### src/rtl/disp_pkg.sv
// rtl/disp_pkg.sv - segment constants and display record for the BCD scan driver
package disp_pkg;

    localparam int IDX_W = 2;

    localparam logic [6:0] SEG_BLANK = 7'b1111111;
    localparam logic [6:0] SEG_MINUS = 7'b0111111;
    localparam logic [6:0] SEG_E     = 7'b0000110;
    localparam logic [6:0] SEG_R     = 7'b0101111;

    // Active-low {g,f,e,d,c,b,a}, indexed by digit value 0..9
    localparam logic [9:0][6:0] SEG_DIGIT = {
        7'b0010000, 7'b0000000, 7'b1111000, 7'b0000010, 7'b0010010,
        7'b0011001, 7'b0110000, 7'b0100100, 7'b1111001, 7'b1000000
    };

    typedef struct packed {
        logic [11:0] bcd;
        logic        neg;
        logic        err;
    } disp_rec_t;

    localparam disp_rec_t DISP_RESET = '{bcd: 12'h000, neg: 1'b0, err: 1'b0};

endpackage

### src/rtl/seg7_encode.sv
// rtl/seg7_encode.sv - BCD nibble to active-low seven-segment pattern
module seg7_encode
    import disp_pkg::*;
(
    input  logic [3:0] nibble,
    input  logic       blank,
    output logic [6:0] seg
);

    always_comb begin
        seg = SEG_BLANK;
        if (!blank) begin
            seg = (nibble > 4'd9) ? SEG_E : SEG_DIGIT[nibble];
        end
    end

endmodule

### src/rtl/bcd_display_scan.sv
// rtl/bcd_display_scan.sv - 4-digit multiplexed seven-segment driver with frame-aligned commit
module bcd_display_scan
    import disp_pkg::*;
#(
    parameter int REFRESH_DIV = 100000
) (
    input  logic        clk,
    input  logic        rst_n,
    input  logic [11:0] bcd_in,
    input  logic        neg_in,
    input  logic        err_in,
    input  logic        in_valid,
    output logic        in_ready,
    output logic [3:0]  an,
    output logic [6:0]  seg,
    output logic        dp,
    output logic        frame_tick
);

    localparam int PW = (REFRESH_DIV > 2) ? $clog2(REFRESH_DIV) : 1;
    localparam logic [PW-1:0] PCNT_LAST = PW'(REFRESH_DIV - 1);

    logic [PW-1:0]    pcnt;
    logic [IDX_W-1:0] idx;
    disp_rec_t        pend;
    disp_rec_t        disp;
    logic             pending_valid;

    logic             slot_tick;
    logic             frame;
    logic             transfer;
    logic [3:0]       nibble;
    logic             nib_blank;
    logic [6:0]       enc_seg;
    logic [6:0]       seg_next;
    logic [3:0]       an_next;

    assign in_ready  = !pending_valid;
    assign transfer  = in_valid && in_ready;
    assign slot_tick = (pcnt == PCNT_LAST);
    assign frame     = slot_tick && (idx == IDX_W'(3));
    assign dp        = 1'b1;

    // Leading-zero blanking: tens hides only when hundreds is also zero
    always_comb begin
        nibble    = 4'd0;
        nib_blank = 1'b1;
        case (idx)
            2'd0: begin
                nibble    = disp.bcd[3:0];
                nib_blank = 1'b0;
            end
            2'd1: begin
                nibble    = disp.bcd[7:4];
                nib_blank = (disp.bcd[11:8] == 4'd0) && (disp.bcd[7:4] == 4'd0);
            end
            2'd2: begin
                nibble    = disp.bcd[11:8];
                nib_blank = (disp.bcd[11:8] == 4'd0);
            end
            default: begin
                nibble    = 4'd0;
                nib_blank = 1'b1;
            end
        endcase
    end

    seg7_encode u_encode (
        .nibble (nibble),
        .blank  (nib_blank),
        .seg    (enc_seg)
    );

    always_comb begin
        seg_next = enc_seg;
        if (disp.err) begin
            case (idx)
                2'd3:       seg_next = SEG_E;
                2'd2, 2'd1: seg_next = SEG_R;
                default:    seg_next = SEG_BLANK;
            endcase
        end else if (idx == IDX_W'(3)) begin
            seg_next = disp.neg ? SEG_MINUS : SEG_BLANK;
        end
        an_next = ~(4'b0001 << idx);
    end

    always_ff @(posedge clk or negedge rst_n) begin
        if (!rst_n) begin
            pcnt          <= '0;
            idx           <= '0;
            pend          <= DISP_RESET;
            disp          <= DISP_RESET;
            pending_valid <= 1'b0;
            an            <= 4'b1111;
            seg           <= SEG_BLANK;
            frame_tick    <= 1'b0;
        end else begin
            pcnt       <= slot_tick ? '0 : pcnt + PW'(1);
            idx        <= slot_tick ? idx + IDX_W'(1) : idx;
            frame_tick <= frame;
            an         <= an_next;
            seg        <= seg_next;
            // Transfer and commit are mutually exclusive since in_ready = !pending_valid
            if (frame && pending_valid) begin
                disp          <= pend;
                pending_valid <= 1'b0;
            end else if (transfer) begin
                pend          <= '{bcd: bcd_in, neg: neg_in, err: err_in};
                pending_valid <= 1'b1;
            end
        end
    end

endmodule

### config.mk
export PLATFORM = sky130hd
export DESIGN_NAME = bcd_display_scan
export DESIGN_NICKNAME = d
export VERILOG_FILES = /design/src/rtl/disp_pkg.sv /design/src/rtl/seg7_encode.sv /design/src/rtl/bcd_display_scan.sv
export SDC_FILE = /design/constraint.sdc
export NUM_CORES = 1
export LEC_CHECK = 0
export ABC_AREA = 0
export BUFFER_PORTS_ARGS = -buffer_cell sky130_fd_sc_hd__buf_2
export CORE_UTILIZATION = 58
export CTS_CLUSTER_DIAMETER = 120
export DETAILED_ROUTE_END_ITERATION = 7
export HOLD_SLACK_MARGIN = 0.06
export PLACE_DENSITY = 0.79
export SYNTH_ARGS = -nofsm -noshare
export SYNTH_HDL_FRONTEND = slang
export SYNTH_SLANG_ARGS = --single-unit
### constraint.sdc
create_clock -name clk -period 2.9 [get_ports clk]
set_clock_uncertainty 0.15 [all_clocks]
set_input_delay 0.435 -clock clk [delete_from_list [all_inputs] [get_ports clk]]
set_output_delay 0.435 -clock clk [all_outputs]
set_load 0.005 [all_outputs]
== Yosys cells after proc, flatten, opt, wreduce, memory -nomap -nowiden ==
Memory sizes are Yosys's and may differ from the RTL's.
Index checks and enable logic that the tools add are counted.
Word-level totals
  word-level logic and storage cells: 47
  flip-flop bits (word level): 60
  bits in read-only memories: 112
  memories: 1
  output and inout port bits: 14
  bits of input ports: 17
Cells by class
  reduce and logical (&&, ||, !) cells: 11
  equal/unequal tests: 4
  bitwise logic cells: 2
  magnitude comparators: 2
  add/subtract/negate cells: 2
  multiplexer cells: 12
  shift operators: 1
Memories
  (name not given): words 16, bits a word 7, read ports 1, clocked after memory_dff 0, wr ports 0, line seg7_encode.sv:13  | seg = (nibble > 4'd9) ? SEG_E : SEG_DIGIT[nibble];
Operators by type and width (count)
  $mux 7: 6
  $add 17x1->17 const B: 1
  $eq 17x17->1 const B: 1
  $mux 17: 1
  $pmux 7 s2: 1
  $pmux 4 s3: 1
  $logic_not 4->1: 2
  $lt 4x5->1 const B: 1
  $eq 2x2->1 const B: 2
  $gt 4x4->1 const B: 1
  $logic_and 1x1->1: 4
  $not 4->4: 1
  $shl 1x2->4 const A: 1
  $pmux 1 s3: 1
  $add 2x1->2 const B: 1
  $eq 2x1->1 const B: 1
  $logic_not 2->1: 1
  $mux 1: 2
  $reduce_and 2->1: 1
  $reduce_bool 2->1: 1
  $reduce_or 2->1: 1
  $logic_not 1->1: 1
  $not 1->1: 1

== Logic depth before layout (Yosys ltp) ==
Gate-level depths: netlist of the first run.
  depth in word-level cells: 8
  gate-level depth with buffers: 10
  depth with buffers taken out: 10

== Modules after synthesis ==
From an unflattened synthesis of the first run, not the netlist that was laid out.
Second synthesis, totals
  cell total of the unflattened synthesis: 232
  area total of the unflattened synthesis: 2821.5 sq um
Modules (own cells, without submodules)
  bcd_display_scan: cells each 201, area an instance 2591.2 sq um, instances 1, sequential area each 1515.2 sq um
  seg7_encode: cells each 31, area an instance 230.2 sq um, instances 1, sequential area each 0.0 sq um

== Worst setup path after synthesis of the first run ==
Ideal clock, no wire load.
  kind: register -> register
  start point: register idx[1]
  end point: register seg[3]
  setup time: 0.108 ns
  arrival time: 2.262 ns
  path slack: 0.380 ns
  stages on the path, launching flop included: 11
  period minus slack after synthesis: 2.520 ns
  buffers on the path: 0
  data required time: 2.642 ns
  cell sequence: dfrtp_1 -> inv_1 -> ha_1 -> a222oi_1 -> inv_1 -> nand2_1 -> inv_1 -> ha_1 -> a2111o_1 -> o221ai_1 -> a21oi_1
Between the ends
  word-level cells in the longest chain between the ends: 8
  elaborated cells between the ends (all ways): 15
  classes of those cells: order compare: 1; eq/ne: 3; mux: 8; reduce/logical: 2; memory: 1
RTL lines
  from (decl): line bcd_display_scan.sv:24  | logic [IDX_W-1:0] idx;
  from (signal assigned): line bcd_display_scan.sv:100  | idx <= slot_tick ? idx + IDX_W'(1) : idx;
  $eq 2x2->1 (tied with other cells): line bcd_display_scan.sv:48, bcd_display_scan.sv:77
  $pmux 4 s3: line bcd_display_scan.sv:48  | case (idx)
  $mem_v2 16x7
  $mux 7 (not written as such): line seg7_encode.sv:13
  $mux 7: line seg7_encode.sv:13
  $mux 7: line seg7_encode.sv:12  | if (!blank) begin
  $mux 7: line bcd_display_scan.sv:82  | end else if (idx == IDX_W'(3)) begin
  $mux 7 (*): line bcd_display_scan.sv:76  | if (disp.err) begin
  named net seg_next[3]: line bcd_display_scan.sv:35  | logic [6:0] seg_next;
  to (signal assigned): line bcd_display_scan.sv:103  | seg <= seg_next;
  to (decl): line bcd_display_scan.sv:15  | output logic [6:0] seg,
Mark *: on every way through the listed nets, which the timed path passes. The rest lies on a longest branch. The select of a mux whose other input is x is not followed.
A chain may end at the register's enable or synchronous reset.

== Final worst setup path of the first run ==
  start point: register idx[0]
  end point: register seg[3]
The elaborated chain is that of the path after synthesis.

==> results by group, run 1 <==
Clocking
  • CTS clk-pin slew, worst paths: 0.06 ns
  • CTS Buffer Depth: 2
  • TritonCTS buffer count: 9
  • Post-CTS setup buffer count: 0
  • Worst skew pair latency: 0.33 ns
  • H-tree levels: 3
  • Clk root buf: clkbuf_8
  • CTS tree: yes
  • Cts repair resizes: 0
  • Clk sink count: 60

Logic synthesis
  • Synth top area cells: dfrtp_1, mux2_2, dfstp_2
  • Synth Instances: 226
  • Synth Flop Type: dfrtp_1
  • Synthesis warning total: 0
  • Count leader, synth: dfrtp_1
  • Syn Std Cell Area: 2770 um2
  • Post-synth EDFFs: 0
  • Synth top area share: 0.442
  • Synth cell count leaders: dfrtp_1, mux2_2, nor2_1
  • Async S/R FF share, synth: 1.00
  • Largest area contributor in the netlist: dfrtp_1
  • Syn nets: 253
  • Synth Register Bits: 60
  • Netlist cell types: 46
  • Syn_area_per_cell: 12.3 um2
  • Post-synthesis sequential area ratio: 0.546

Worst setup path
  • Crit path DAT: 2.57 ns
  • CP max stage cell: dfrtp_1
  • R2r endpoint: seg[3]
  • Startpoint class of the critical path: flop
  • CP peak stage delay: 0.46 ns
  • Critical Path End: seg[3]
  • Buf+Inv Stages, Crit Path: 3
  • CP Capture Type: flop
  • Critical path type: reg -> reg
  • CP top delay family: compound AO/OA/AOI/OAI gates
  • Reg2reg path depth: 10
  • Reg-to-reg startpoint: idx[0]
  • Critical-path cell list: inv_1 -> ha_1 -> a222oi_1 -> inv_1 -> nand2_1 -> inv_1 -> ha_1 -> a2111o_1 -> o221ai_1 -> a21oi_1
  • CP max FO: 5
  • Most used cell, CP: inv_1
  • CP Launch Point: idx[0]
  • Worst R2R Setup Slack: 0.44 ns
  • Critical Path RT: 3.01 ns
  • Crit path depth: 10

Timing
  • Setup TNS: 0 ns
  • Fmax: 406 MHz
  • Relative slew slack: 0.624
  • Fin. max-slew vios: 0
  • Final Critical Period: 2.46 ns
  • Slew @ Worst Pin: 0.562 ns
  • RSZ-0062 raised after global routing: no
  • Tcrit/Tclk final: 0.849
  • Final hold vios: 0
  • Hold WS: 0.181 ns
  • Final setup violation count: 0

Final layout
  • Multi-input combinational cell area: 1160 um2
  • Reg area: 1520 um2
  • P&R area growth vs syn: 16.4%
  • N_diodes: 0
  • Layout cells sized above 1: 0.375
  • Final #Nets: 294
  • Fillers: 330
  • Util after Layout: 0.721

Run status
  • Status: complete, but fails checks
  • Failing checks: design-rule violations

Run
  • Max cap viols: 0

Route
  • DRT Pass-1 Iters: 7
  • Antenna Nets Post-Route: 0
  • DRT Wirelength: 5010 um
  • Initial DRC Count: 129
  • Average wire per standard cell: 15.5 um
  • Via Count: 1831
  • Vias per cell: 5.65
  • DRC viols: 4

Placement
  • Gpl congestion: 0.827
  • Port Buffers: 29
  • DP Wirelength: 3540 um

Global route
  • First-pass GRT wire length: 8390 um
  • Initial antenna violation count: 0
  • Total global routing overflow: 0
  • Vias in the first global route: 1827
  • Tot GR Track Use: 0.220
  • Pin count of the biggest net entering global routing: 35

Floorplan
  • Top Ports: 31
  • Die width: 71.1 um
  • CORE AREA: 4470 um2
  • Full die area: 5060 um2
  • Initial core utilization: 0.620
  • DIE HEIGHT: 71.1 um
  • # rows: 24

Power
  • Total power: 1720 uW
  • LEAKAGE: 0.00155 uW
  • VDD IR max: 0.452 mV
  • Power Density: 534 nW/um2

Worst hold path
  • Min-delay worst type: in -> reg
  • Min-Delay Path Depth: 2
[report_power, final]
part           leakage (uW)  switching (uW)  internal (uW)  total [uW]
combinational      0.000684            23.6           26.6        50.1
sequential         0.000757            11.8            861         872
clock              0.000112             313            489         802
total               0.00155             348           1380        1720
[sequential cells by signal (all words and copies together) (netlist names)]
name,count
disp,14
pending_valid,1
frame_tick,1
pcnt,17
idx,2
an,4
seg,7
pend,14
[how the worst min path moves through the flow]
stage               endpoint  startpoint
floorplan            disp[0]       rst_n
global placement     pcnt[0]     pcnt[0]
detailed placement  pcnt[13]       rst_n
CTS                  pend[4]   bcd_in[2]
global route         pend[4]   bcd_in[2]
finish              pend[10]   bcd_in[8]
[cells by family after synthesis]
logic type / count (synthesis) / synth area share
simple gates: 65 / 0.139
flops: 60 / 0.546
mux: 29 / 0.118
compound gates: 26 / 0.0677
buf+inv: 20 / 0.0347
xor+xnor: 15 / 0.0474
fa+ha+maj: 10 / 0.0451
other cells: 1 / 0.00135
[worst reg2reg max path: stages (launching register included)]
cell and delay [ns]:
dfrtp_1 0.46, inv_1 0.13, ha_1 0.27, a222oi_1 0.39, inv_1 0.11, nand2_1 0.10
inv_1 0.06, ha_1 0.21, a2111o_1 0.34, o221ai_1 0.08, a21oi_1 0.10
[cell type report]
class | instances | area share
Clock buffer | 13 | 0.0554
Timing Repair Buffer | 39 | 0.0690
Tap cell | 52 | 0.0202
Inverter | 11 | 0.0128
Clock inverter | 3 | 0.0132
Multi-Input combinational cell | 146 | 0.360
Sequential cell | 60 | 0.470
[layer usage]
metal | GRT usage | routed length, um | up-vias
li1 | - | - | 884
met1 | 0.291 | 2340 | 880
met2 | 0.329 | 2300 | 50
met3 | 0.0527 | 192 | 17
met4 | 0.136 | 174 | 0
met5 | 0 | 0 | -
[per-stage QoR]
stage | instance area, um2 | std cells | setup WS (ns)
after floorplan | 2770 | 226 | 0.380
after global placement | 3000 | 307 | 0.598
after CTS | 3230 | 324 | 0.488
after detailed placement | 3000 | 307 | 0.495
final | 3230 | 324 | 0.438
after global routing | 3230 | 324 | 0.234
[layout by cell type, fill, tap and decap left out, drive strengths merged, types with 2 or more instances in the layout]
master and n:
dfrtp 49, buf 38, mux2 29, nor2 18, clkbuf 13, inv 11
dfstp 11, xor2 10, ha 10, nand2 10, a21oi 7, nand4 7
o21ai 6, nand3 5, xnor2 5, a222oi 4, and2 4, and4 3
nor4 2, a211oi 2, nor2b 2, and3 2, and4bb 2, nor3 2
[timing repair]
action / 4_1_cts / 5_1_grt
hold endpoints to repair: 49 / 0
hold buffers: 1 / 0
endpoints found under the setup margin: 0 / 0
Note: power is estimated with default switching activity, not from simulation.
==> run 2, diff against run 1 <==
==> constraint.sdc (replaced) <==
create_clock -name clk -period 2.28 [get_ports clk]
set_clock_uncertainty 0.15 [all_clocks]
set_input_delay 0.342 -clock clk [delete_from_list [all_inputs] [get_ports clk]]
set_output_delay 0.342 -clock clk [all_outputs]
set_load 0.005 [all_outputs]
==> run 2 against run 1 <==
Compared with the run above: the flow finishes with violations (design-rule violations, negative setup slack); final cell count is 2.2% higher; clock power is 12% higher; highest routed layer unchanged; combinational power is 30% higher; final area is 3.5% higher; sequential cell count stayed put; first-iteration DRC count is 62% higher; via count is 6.7% higher; sequential share of layout area is 1.5 points lower; die area stayed put; hold slack worse by 0.094 ns.
==> results by group, run 2 (synthesis results as in run 1) <==
Route
  • Via Count: 1954 (+6.7%)
  • Initial DRC Count: 209 (+62%)
  • DRC viols: 2 (-2)
  • Antenna Nets Post-Route: 0 (unchanged)
  • Average wire per standard cell: 16.2 um (+5.0%)
  • Vias per cell: 5.90 (+4.5%)
  • DRT Pass-1 Iters: 7 (unchanged)
  • DRT Wirelength: 5380 um (+7.2%)

Timing
  • Fmax: 429 MHz (+5.7%)
  • Final Critical Period: 2.33 ns (-0.134 ns)
  • Final hold vios: 0 (unchanged)
  • Setup WS post-layout: -0.0486 ns (-0.486 ns)
  • Final setup violation count: 1 (+1)
  • Slew @ Worst Pin: 0.587 ns (+0.0250 ns)
  • Relative slew slack: 0.607 (-0.0168)
  • Tcrit/Tclk final: 1.02 (+0.172)
  • RSZ-0062 raised after global routing: yes
  • Fin. max-slew vios: 0 (unchanged)

Floorplan
  • Die width: 71.1 um (unchanged)
  • Full die area: 5060 um2 (unchanged)
  • # rows: 24 (unchanged)
  • CORE AREA: 4470 um2 (unchanged)
  • Initial core utilization: 0.620 (unchanged)
  • DIE HEIGHT: 71.1 um (unchanged)
  • Top Ports: 31 (unchanged)

Final layout
  • Top reg by flops: pcnt
  • Most frequent cells in the layout: dfrtp_1, mux2_2, buf_2, nor2_1, buf_4
  • Number of flip-flops under the largest register name: 17 (unchanged)
  • Reg area: 1520 um2 (+0.17%)
  • Fillers: 301 (-8.8%)
  • Most common cell after layout, fill and taps aside: dfrtp_1
  • Final instance area: 3340 um2 (+3.5%)
  • P&R area growth vs syn: 20.4%
  • Biggest regs: pcnt x17, disp x14, pend x14
  • Multi-input combinational cell area: 1230 um2 (+5.6%)
  • Layout cells sized above 1: 0.430 (+0.0551)
  • N_diodes: 0 (unchanged)
  • Final #Nets: 301 (+2.4%)

Clocking
  • CTS Buffer Depth: 2 (unchanged)
  • TritonCTS buffer count: 9 (unchanged)
  • CTS tree: yes
  • CTS clk-pin slew, worst paths: 0.07 ns (about the same)
  • Clk sink count: 60 (unchanged)
  • Worst skew pair latency: 0.33 ns (about the same)
  • Clk root buf: clkbuf_8
  • H-tree levels: 3 (unchanged)

Global route
  • First-pass GRT wire length: 8510 um (+1.4%)
  • Total global routing overflow: 0 (unchanged)
  • Tot GR Track Use: 0.225 (+0.00508)
  • Vias in the first global route: 1793 (-1.9%)
  • Pin count of the biggest net entering global routing: 39 (+11%)
  • Initial antenna violation count: 0 (unchanged)

Worst setup path
  • CP Capture Type: flop
  • CP max FO: 5 (unchanged)
  • Crit path DAT: 2.44 ns (-0.13 ns)
  • Critical path type: reg -> reg
  • Critical Path RT: 2.39 ns (-0.62 ns)
  • Startpoint class of the critical path: flop

Power
  • Sequential power share: 0.534 (+0.028)
  • Total power: 2080 uW (+20%)
  • LEAKAGE: 0.00157 uW (+1.3%)
  • Comb pwr share: 0.031 (+0.002)
  • Power Internal: 1630 uW (+18%)
  • Sw frac: 0.215 (+0.0137)
  • NetSw: 447 uW (+29%)
  • Power Density: 622 nW/um2 (+16%)
  • VDD IR max: 0.542 mV (+20%)
  • Clk pwr share: 0.435 (-0.030)

Worst hold path
  • Min-delay worst type: in -> reg

Placement
  • Gpl congestion: 0.894 (+8.1%)
  • Placed cell area: 3050 um2 (+1.8%)
  • DP Wirelength: 3470 um (-2.1%)
  • Port Buffers: 29 (unchanged)
  • Post-placement setup slack: 0.0364 ns (-0.458 ns)

Run
  • Max cap viols: 0 (unchanged)

Run status
  • Failing checks: design-rule violations, negative setup slack
  • Status: complete, but fails checks
[run 2: cell count changes in the layout (fill, tap and decap cells not counted), sizes merged]
| cell | previous run | this run |
|---|---|---|
| buf | 38 | 45 |
| clkbuf | 13 | 11 |
| clkinv | 1 | 3 |
[run 2: final cells by class]
class,instances,share of cell area
flip-flops and latches,60,0.454
clock buffers,11,0.0393
multi-input cells,146,0.367
clock inverters,5,0.0157
inverters,11,0.0139
repair buffers,46,0.0899
well taps,52,0.0195
[run 2: power groups by stage]
stage	logic, uW	clock network (uW)	registers (uW)
after detailed placement	65.9	0	1130
final	64.9	902	1110
after global routing	73.5	964	1110
after CTS	67.4	920	1110
after global placement	63.3	0	1130
after floorplan	27.0	0	1120
[run 2: critical path, cell delays in order, from the launching register on]
cell      delay, ns
dfrtp_2        0.47
ha_4           0.20
a222oi_1       0.43
nor2_1         0.23
ha_4           0.22
a2111o_1       0.39
o221ai_2       0.07
a21oi_1        0.09
[run 2: through the flow]
stage          std cells  hold WS, ns  utilization  setup TNS, ns
4_1_cts              325       0.0743        0.725              0
5_1_grt              331       0.0736        0.746         -0.796
2_1_floorplan        226       -0.104            -         -0.126
6_report             331       0.0866        0.746        -0.0486
3_5_place_dp         308        0.198        0.681              0
3_3_place_gp         308        0.192        0.681              0
[run 2: worst paths after layout]
kind,startpoint,end,slack (ns),cells past startpoint
worst max-delay path,idx[0],seg[3],-0.05,7
worst min-delay path,bcd_in[10],pend[12],0.09,2
worst max register to register,idx[0],seg[3],-0.05,7
worst min register to register,pcnt[0],pcnt[0],0.31,1
max in group asynchronous,rst_n,idx[0],1.02,3
min in group asynchronous,rst_n,pcnt[13],0.36,2
[run 2: repair_timing]
item                                    CTS  global route
endpoints found under the hold margin    11             0
resized for setup                         0            11
buffers inserted                          0             6
endpoints found under the setup margin    0             5
hold buffers                              1             0
[run 2: routing by layer]
layer	wire, um	global-route usage	vias up
li1	-	-	892
met1	2410	0.315	987
met2	2620	0.328	66
met3	250	0.0641	9
met4	97	0.100	0
met5	0	0	-
